$ cat src/rtl/alu_initiator.sv
// Host-side initiator that sequences one opcode/operand transfer to an ALU and holds its response.
// Optional done-timeout is enabled by defining ALU_INITIATOR_TIMEOUT_EN.
module alu_initiator #(
    parameter int DATA_WIDTH     = 8,
    parameter int TIMEOUT_CYCLES = 16
) (
    input  logic                  clk,
    input  logic                  reset,
    input  logic                  cmd_valid,
    output logic                  cmd_ready,
    input  logic                  cmd_opcode,
    input  logic [DATA_WIDTH-1:0] cmd_op_a,
    input  logic [DATA_WIDTH-1:0] cmd_op_b,
    output logic                  rsp_valid,
    input  logic                  rsp_ready,
    output logic [DATA_WIDTH-1:0] rsp_result,
    output logic                  rsp_overflow,
    output logic                  rsp_timeout,
    output logic                  reset_n,
    output logic                  opcode_valid,
    output logic                  opcode,
    output logic [DATA_WIDTH-1:0] data,
    input  logic                  done,
    input  logic [DATA_WIDTH-1:0] result,
    input  logic                  overflow,
    output logic                  proto_err
);

    typedef enum logic [2:0] {
        RST_HOLD,
        IDLE,
        SEND_A,
        SEND_B,
        WAIT_DONE,
        RESP
    } state_t;

    state_t                state;
    logic                  hold_cnt;
    logic [DATA_WIDTH-1:0] op_b_q;

`ifdef ALU_INITIATOR_TIMEOUT_EN
    localparam int CNT_W = $clog2(TIMEOUT_CYCLES + 1);

    logic [CNT_W-1:0] wait_cnt;
    logic             timeout_hit;

    // Last permitted WAIT_DONE cycle is the one where the count reads TIMEOUT_CYCLES-1.
    assign timeout_hit = (wait_cnt == CNT_W'(TIMEOUT_CYCLES - 1));

    always_ff @(posedge clk or posedge reset) begin
        if (reset) begin
            wait_cnt <= '0;
        end else if (state == SEND_B) begin
            wait_cnt <= '0;
        end else if (state == WAIT_DONE) begin
            wait_cnt <= wait_cnt + CNT_W'(1);
        end
    end
`else
    logic unused_timeout_cfg;

    assign unused_timeout_cfg = (TIMEOUT_CYCLES != 0);
    assign rsp_timeout        = 1'b0;
`endif

    // NOTE: every output is a register updated on the transition into the state that owns it,
    // so the host and ALU see glitch-free levels exactly aligned with the state.
    always_ff @(posedge clk or posedge reset) begin
        if (reset) begin
            state        <= RST_HOLD;
            hold_cnt     <= 1'b0;
            op_b_q       <= '0;
            cmd_ready    <= 1'b0;
            rsp_valid    <= 1'b0;
            rsp_result   <= '0;
            rsp_overflow <= 1'b0;
            reset_n      <= 1'b0;
            opcode_valid <= 1'b0;
            opcode       <= 1'b0;
            data         <= '0;
            proto_err    <= 1'b0;
`ifdef ALU_INITIATOR_TIMEOUT_EN
            rsp_timeout  <= 1'b0;
`endif
        end else begin
            // The ALU is itself held in reset during RST_HOLD, so done there is not an error.
            if (done && (state inside {IDLE, SEND_A, SEND_B, RESP})) begin
                proto_err <= 1'b1;
            end

            unique case (state)
                RST_HOLD: begin
                    if (hold_cnt) begin
                        state     <= IDLE;
                        reset_n   <= 1'b1;
                        cmd_ready <= 1'b1;
                    end else begin
                        hold_cnt <= 1'b1;
                    end
                end
                IDLE: begin
                    if (cmd_valid) begin
                        state        <= SEND_A;
                        cmd_ready    <= 1'b0;
                        opcode_valid <= 1'b1;
                        opcode       <= cmd_opcode;
                        data         <= cmd_op_a;
                        op_b_q       <= cmd_op_b;
                    end
                end
                SEND_A: begin
                    state        <= SEND_B;
                    opcode_valid <= 1'b0;
                    opcode       <= 1'b0;
                    data         <= op_b_q;
                end
                SEND_B: begin
                    state <= WAIT_DONE;
                    data  <= '0;
                end
                WAIT_DONE: begin
                    if (done) begin
                        state        <= RESP;
                        rsp_valid    <= 1'b1;
                        rsp_result   <= result;
                        rsp_overflow <= overflow;
`ifdef ALU_INITIATOR_TIMEOUT_EN
                        rsp_timeout  <= 1'b0;
                    end else if (timeout_hit) begin
                        state        <= RESP;
                        rsp_valid    <= 1'b1;
                        rsp_result   <= '0;
                        rsp_overflow <= 1'b0;
                        rsp_timeout  <= 1'b1;
`endif
                    end
                end
                RESP: begin
                    if (rsp_ready) begin
                        state     <= IDLE;
                        rsp_valid <= 1'b0;
                        cmd_ready <= 1'b1;
                    end
                end
                default: state <= RST_HOLD;
            endcase
        end
    end

endmodule

$ cat config.mk
export PLATFORM = sky130hd
export DESIGN_NAME = alu_initiator
export DESIGN_NICKNAME = d
export VERILOG_FILES = /design/src/rtl/alu_initiator.sv
export SDC_FILE = /design/constraint.sdc
export NUM_CORES = 1
export LEC_CHECK = 0
export BUFFER_PORTS_ARGS = -buffer_cell sky130_fd_sc_hd__buf_2
export CORE_MARGIN = 2
export CORE_UTILIZATION = 49
export CTS_CLUSTER_DIAMETER = 60
export DETAILED_ROUTE_END_ITERATION = 6
export PLACE_DENSITY = 0.78
export SLEW_MARGIN = 25
export SYNTH_ARGS = -nofsm -noshare
export SYNTH_HDL_FRONTEND = slang
export SYNTH_SLANG_ARGS = --single-unit
$ cat constraint.sdc
create_clock -name clk -period 1.8 [get_ports clk]
set_input_delay 0.18 -clock clk [delete_from_list [all_inputs] [get_ports clk]]
set_output_delay 0.18 -clock clk [all_outputs]
set_load 0.01 [all_outputs]
==> flow_summary.json, run 1 <==
{
  "num_antenna_cells": 0,
  "internal_power_w": 0.00201,
  "clkPwrFrac": 0.153,
  "power_density_mw_per_mm2": 1560,
  "clock_sinks": 35,
  "peakVddDrop_v": 0.000860,
  "hold_depth": 3,
  "required_ns": 2.03,
  "finalHoldViolations": 0,
  "crit_type": "reg -> reg",
  "yosysSeqAreaShare": 0.550,
  "drtAntennaViolNets": 0,
  "layout_commonest_cell": "buf_2",
  "netlist_area_sq_mm": 0.00159,
  "cp_max_fo": 10,
  "synth_edf_count": 0,
  "antenna_found_initial": 0,
  "cts.path.max_buffers": 2,
  "fmax_mhz": 650,
  "wl_per_cell_microns": 12.9,
  "power_leakage_nw": 0.940,
  "worstPathArrival_ns": 1.76,
  "synth_nets": 166,
  "ff_latch_area_sq_um": 876,
  "hpwl_microns": 2290,
  "finalSetupViolCount": 0,
  "fin_setup_tns_ns": 0,
  "place_area_sq_mm": 0.00191,
  "core-area_sq_mm": 0.00308,
  "cts_tree": "built",
  "cts_root_buffer": "clkbuf_4",
  "status": "complete, no violations",
  "grt_pass1_wl_microns": 4930,
  "drive_gt1_frac": 0.469,
  "syn_inst": 135,
  "fin_area_sq_mm": 0.00199,
  "ys.warnings.count": 0,
  "grtUsageTotal": 0.185,
  "die_h_microns": 61.0,
  "worst_slew_pin_slew_ns": 0.553,
  "nFillCells": 246,
  "grt.overflow.total": 0,
  "layout_min_cycle_time_ns": 1.54,
  "fin_worst_skew_ns": 0.00543,
  "pwr-share-comb": 0.421,
  "clk_latency_ns": 0.34,
  "vias": 1245,
  "drt-initial-drc-count": 46,
  "timing.final.max_slew_violations": 0,
  "yosys_most_used_dff": "dfrtp_1",
  "rsz0062_at_grt": "false",
  "portBuffers": 53,
  "ys_ff_latch": 35,
  "area_delta_synth_final_pct": 25.2,
  "rr_worst_depth": 4,
  "seqPwrFrac": 0.426,
  "pin_count": 55,
  "drcViolationCount": 0,
  "layout_common_cells": "53 x buf_2, 35 x dfrtp_1, 16 x mux2_2",
  "vias_per_cell": 5.23,
  "post-route-period-util": 0.854,
  "total_power_w": 0.00311,
  "cts_max_level": 2,
  "cts_made_buffers": 5,
  "start_util": 0.517,
  "path_clk_slew_ns": 0.10,
  "first_pass_iters": 5,
  "endpoint_kind": "flip-flop",
  "nets": 224,
  "totalWireLength_microns": 3070,
  "hold_path_class": "in -> reg",
  "ys_types": 26,
  "first_global_vias": 1121,
  "cts_setup_buffers": 0,
  "synth_area_per_cell_sq_um": 11.8,
  "startpoint_type": "flip-flop",
  "maxCapViolCount": 0,
  "maxSlewHeadroom": 0.631,
  "globalplace.congestion": 0.850,
  "switchingPower_w": 0.00111,
  "multi_input_area_sq_um": 654,
  "grt_max_degree": 36,
  "swShare": 0.355,
  "num_rows": 20,
  "dieWidth_microns": 61.0,
  "dieArea_sq_mm": 0.00372,
  "async_reset_ff_frac": 1.00
}
==> repair_timing <==
action                                 CTS  global route
endpoints found under the hold margin   35             0
hold buffers                             1             0
setup endpoints to repair                0             5
resized for setup                        0             1
==> power groups by stage <==
stage	clock network [W]	logic, W	registers (W)
2_1_floorplan	0	0.000803	0.00141
3_3_place_gp	0	0.00127	0.00132
4_1_cts	0.000488	0.00132	0.00132
5_1_grt	0.000518	0.00146	0.00137
6_report	0.000476	0.00131	0.00132
3_5_place_dp	0	0.00131	0.00134
==> final timing paths <==
path                       slack, ns         to  startpoint
max                             0.26  op_b_q[5]    state[0]
min                             0.06     opcode  cmd_opcode
max in group asynchronous       1.03  op_b_q[5]       reset
min reg2reg                     0.48  proto_err   proto_err
max reg2reg                     0.26  op_b_q[5]    state[0]
min in group asynchronous       0.46    data[5]       reset
==> cell families after synthesis <==
logic type,share of synthesized area
multiplexers,0.120
other,0.00236
AO/OA/AOI/OAI,0.149
AND/OR/NAND/NOR,0.138
flip-flops,0.550
buffers and inverters,0.0409
==> critical path, cell delays in order (launching register included) <==
cell and delay [ns]:
dfrtp_1 0.41, buf_4 0.17, nor4bb_1 0.25, buf_4 0.24
mux2_2 0.35
==> through the flow <==
stage | setup slack, ns | std cells | util | hold slack [ns]
floorplan | 0.413 | 135 | - | 0.297
global placement | 0.301 | 229 | 0.621 | 0.286
detailed placement | 0.178 | 229 | 0.621 | 0.299
CTS | 0.154 | 238 | 0.646 | 0.0531
global route | 0.178 | 238 | 0.648 | 0.0546
finish | 0.263 | 238 | 0.648 | 0.0599
==> synth_stat cells (3+ instances only) <==
| cell type | instances | area share |
|---|---|---|
| mux2_2 | 16 | 0.11 |
| nor4bb_1 | 6 | 0.038 |
| dfrtp_1 | 35 | 0.55 |
| o21ai_0 | 15 | 0.047 |
| inv_1 | 3 | 0.0071 |
| nand2_1 | 8 | 0.019 |
| o31ai_1 | 8 | 0.038 |
| buf_2 | 7 | 0.022 |
| nor2b_1 | 3 | 0.012 |
| a21oi_1 | 12 | 0.038 |
| and4bb_2 | 3 | 0.024 |
==> final cells by class <==
cell class,instances,share of cell area
Clock buffer,8,0.0345
Inverter,3,0.00565
Multi-Input combinational cell,87,0.328
Sequential cell,35,0.439
Tap cell,44,0.0276
Timing Repair Buffer,61,0.164
==> sequential cells by signal (all words and copies together) (netlist names), 3 cells and up <==
register,count
data,8
op_b_q,8
rsp_result,8
state,3
==> layer usage <==
metal / vias up / share of wire / track usage
li1: 608 / - / -
met1: 591 / 0.43 / 0.238
met2: 40 / 0.48 / 0.284
met3: 6 / 0.072 / 0.0682
met4: 0 / 0.016 / 0.0776
met5: - / 0 / 0
Power figures use the tool's default switching activity.
==> inputs of run 2 (changes only) <==
--- a/config.mk
+++ b/config.mk
@@ -6,11 +6,13 @@
 export NUM_CORES = 1
 export LEC_CHECK = 0
 export BUFFER_PORTS_ARGS = -buffer_cell sky130_fd_sc_hd__buf_2
+export CELL_PAD_IN_SITES_DETAIL_PLACEMENT = 1
+export CELL_PAD_IN_SITES_GLOBAL_PLACEMENT = 1
 export CORE_MARGIN = 2
-export CORE_UTILIZATION = 49
+export CORE_UTILIZATION = 38
 export CTS_CLUSTER_DIAMETER = 60
 export DETAILED_ROUTE_END_ITERATION = 6
-export PLACE_DENSITY = 0.78
+export PLACE_DENSITY = 0.79
 export SLEW_MARGIN = 25
 export SYNTH_ARGS = -nofsm -noshare
 export SYNTH_HDL_FRONTEND = slang
==> run 2 against run 1 <==
Net effect:
- clock-buffer cell count unchanged
- final area grew 1.9%
- final cell count grew 2.1%
- wire length increased by 24%
- highest routed layer unchanged
==> flow_summary.json, run 2 (synthesis gave the netlist of run 1 again) <==
{
  "hold_ws_ns": 0.110,
  "layout_common_cells": "53 x buf_2, 35 x dfrtp_1, 16 x mux2_2",
  "grtUsageTotal": 0.184,
  "worst_slew_pin_slew_ns": 0.608,
  "hpwl_microns": 2790,
  "grt.overflow.total": 0,
  "peakVddDrop_v": 0.000738,
  "timing.final.max_slew_violations": 0,
  "num_antenna_cells": 0,
  "first_global_vias": 1330,
  "fin_setup_tns_ns": 0,
  "cts_max_level": 2,
  "cts_setup_buffers": 0,
  "fin_cells": 243,
  "dieArea_sq_mm": 0.00472,
  "rsz0062_at_grt": "false",
  "required_ns": 1.98,
  "maxSlewHeadroom": 0.594,
  "drtAntennaViolNets": 0,
  "drcViolationCount": 0,
  "cts.path.max_buffers": 2,
  "cp_cell_sequence": "nor4bb_2, buf_4, mux2_2",
  "endpoint_kind": "flip-flop",
  "drive_gt1_frac": 0.472,
  "pin_count": 55,
  "cp_max_fo": 14,
  "start_util": 0.395,
  "clk_latency_ns": 0.29,
  "portBuffers": 53,
  "post-route-period-util": 0.869,
  "maxCapViolCount": 0,
  "first_pass_iters": 4,
  "vias": 1253,
  "antenna_found_initial": 0,
  "place_inst": 234,
  "fin_worst_skew_ns": 0.00473,
  "grt_max_degree": 36,
  "top_regs": "data (8), op_b_q (8), rsp_result (8)",
  "cts_root_buffer": "clkbuf_8",
  "crit_slowest_cell": "dfrtp_1",
  "core-area_sq_mm": 0.00403,
  "power_leakage_nw": 0.949,
  "dieWidth_microns": 68.7,
  "path_clk_slew_ns": 0.07,
  "totalWireLength_microns": 3800,
  "cts_tree": "built",
  "die_h_microns": 68.7,
  "finalSetupViolCount": 0,
  "crit_type": "reg -> reg",
  "hold_path_class": "in -> reg",
  "fmax_mhz": 639,
  "clock_sinks": 35,
  "status": "complete, no violations",
  "wl_per_cell_microns": 15.7,
  "vias_per_cell": 5.16,
  "grt_pass1_wl_microns": 6310,
  "cp_slowest_stage_delay_ns": 0.53,
  "startpoint_type": "flip-flop",
  "worstPathArrival_ns": 1.74,
  "globalplace.congestion": 0.834,
  "finalHoldViolations": 0,
  "layout_commonest_cell": "buf_2",
  "power_density_mw_per_mm2": 1630,
  "drt-initial-drc-count": 79,
  "area_delta_synth_final_pct": 27.6,
  "cts_made_buffers": 5,
  "num_rows": 23,
  "nets": 223,
  "layout_min_cycle_time_ns": 1.56
}
[run 2: cell types whose count changed in the layout (fill, tap and decap cells not counted), sizes merged]
cell	before	now
buf	60	59
[run 2: path summary, 6_finish.rpt]
check | start | to | slack (ns) | cells after the start
worst max-delay path | state[2] | op_b_q[1] | 0.24 | 3
worst min-delay path | result[1] | rsp_result[1] | 0.11 | 2
worst max register to register | state[2] | op_b_q[1] | 0.24 | 3
worst min register to register | proto_err | proto_err | 0.49 | 1
max in group asynchronous | reset | data[5] | 0.97 | 4
min in group asynchronous | reset | state[1] | 0.52 | 4
[run 2: critical path, delay by kind of cell (launching register included)]
family	cells	cell delay [ns]
buf+inv	1	0.23
flops	1	0.53
mux	1	0.36
simple gates	1	0.34
[run 2: layout make-up]
cell class	count	area, sq um
Multi-Input combinational cell	87	661
Clock buffer	8	100
Inverter	3	11.3
Sequential cell	35	876
Fill cell	472	2000
Tap cell	50	62.6
Timing Repair Buffer	60	320
[run 2: what timing repair did]
action	in CTS	in global routing
endpoints found under the setup margin	0	8
hold buffers	1	0
endpoints found under the hold margin	35	0
resized for setup	0	1
[run 2: through the flow]
stage          area, sq um   util  total power [W]  worst slack (ns)
2_1_floorplan         1590      -          0.00221             0.413
6_report              2030  0.504          0.00332             0.235
3_5_place_dp          1920  0.476          0.00270            0.0763
4_1_cts               2030  0.503          0.00335            0.0471
5_1_grt               2030  0.504          0.00356             0.140
3_3_place_gp          1920  0.476          0.00260             0.267
[run 2: per-layer routing]
metal | global-route usage | vias up | share of wire
met2 | 0.302 | 31 | 0.51
met3 | 0.0438 | 10 | 0.042
met1 | 0.220 | 615 | 0.42
met4 | 0.108 | 0 | 0.028
li1 | - | 597 | -
met5 | 0 | - | 0
[run 2: power by group]
group	internal [W]	total, W	leakage [nW]	switching, W
combinational	0.000641	0.00130	0.486	0.000659
sequential	0.00113	0.00139	0.411	0.000257
clock	0.000349	0.000632	0.0515	0.000283
total	0.00212	0.00332	0.949	0.00120
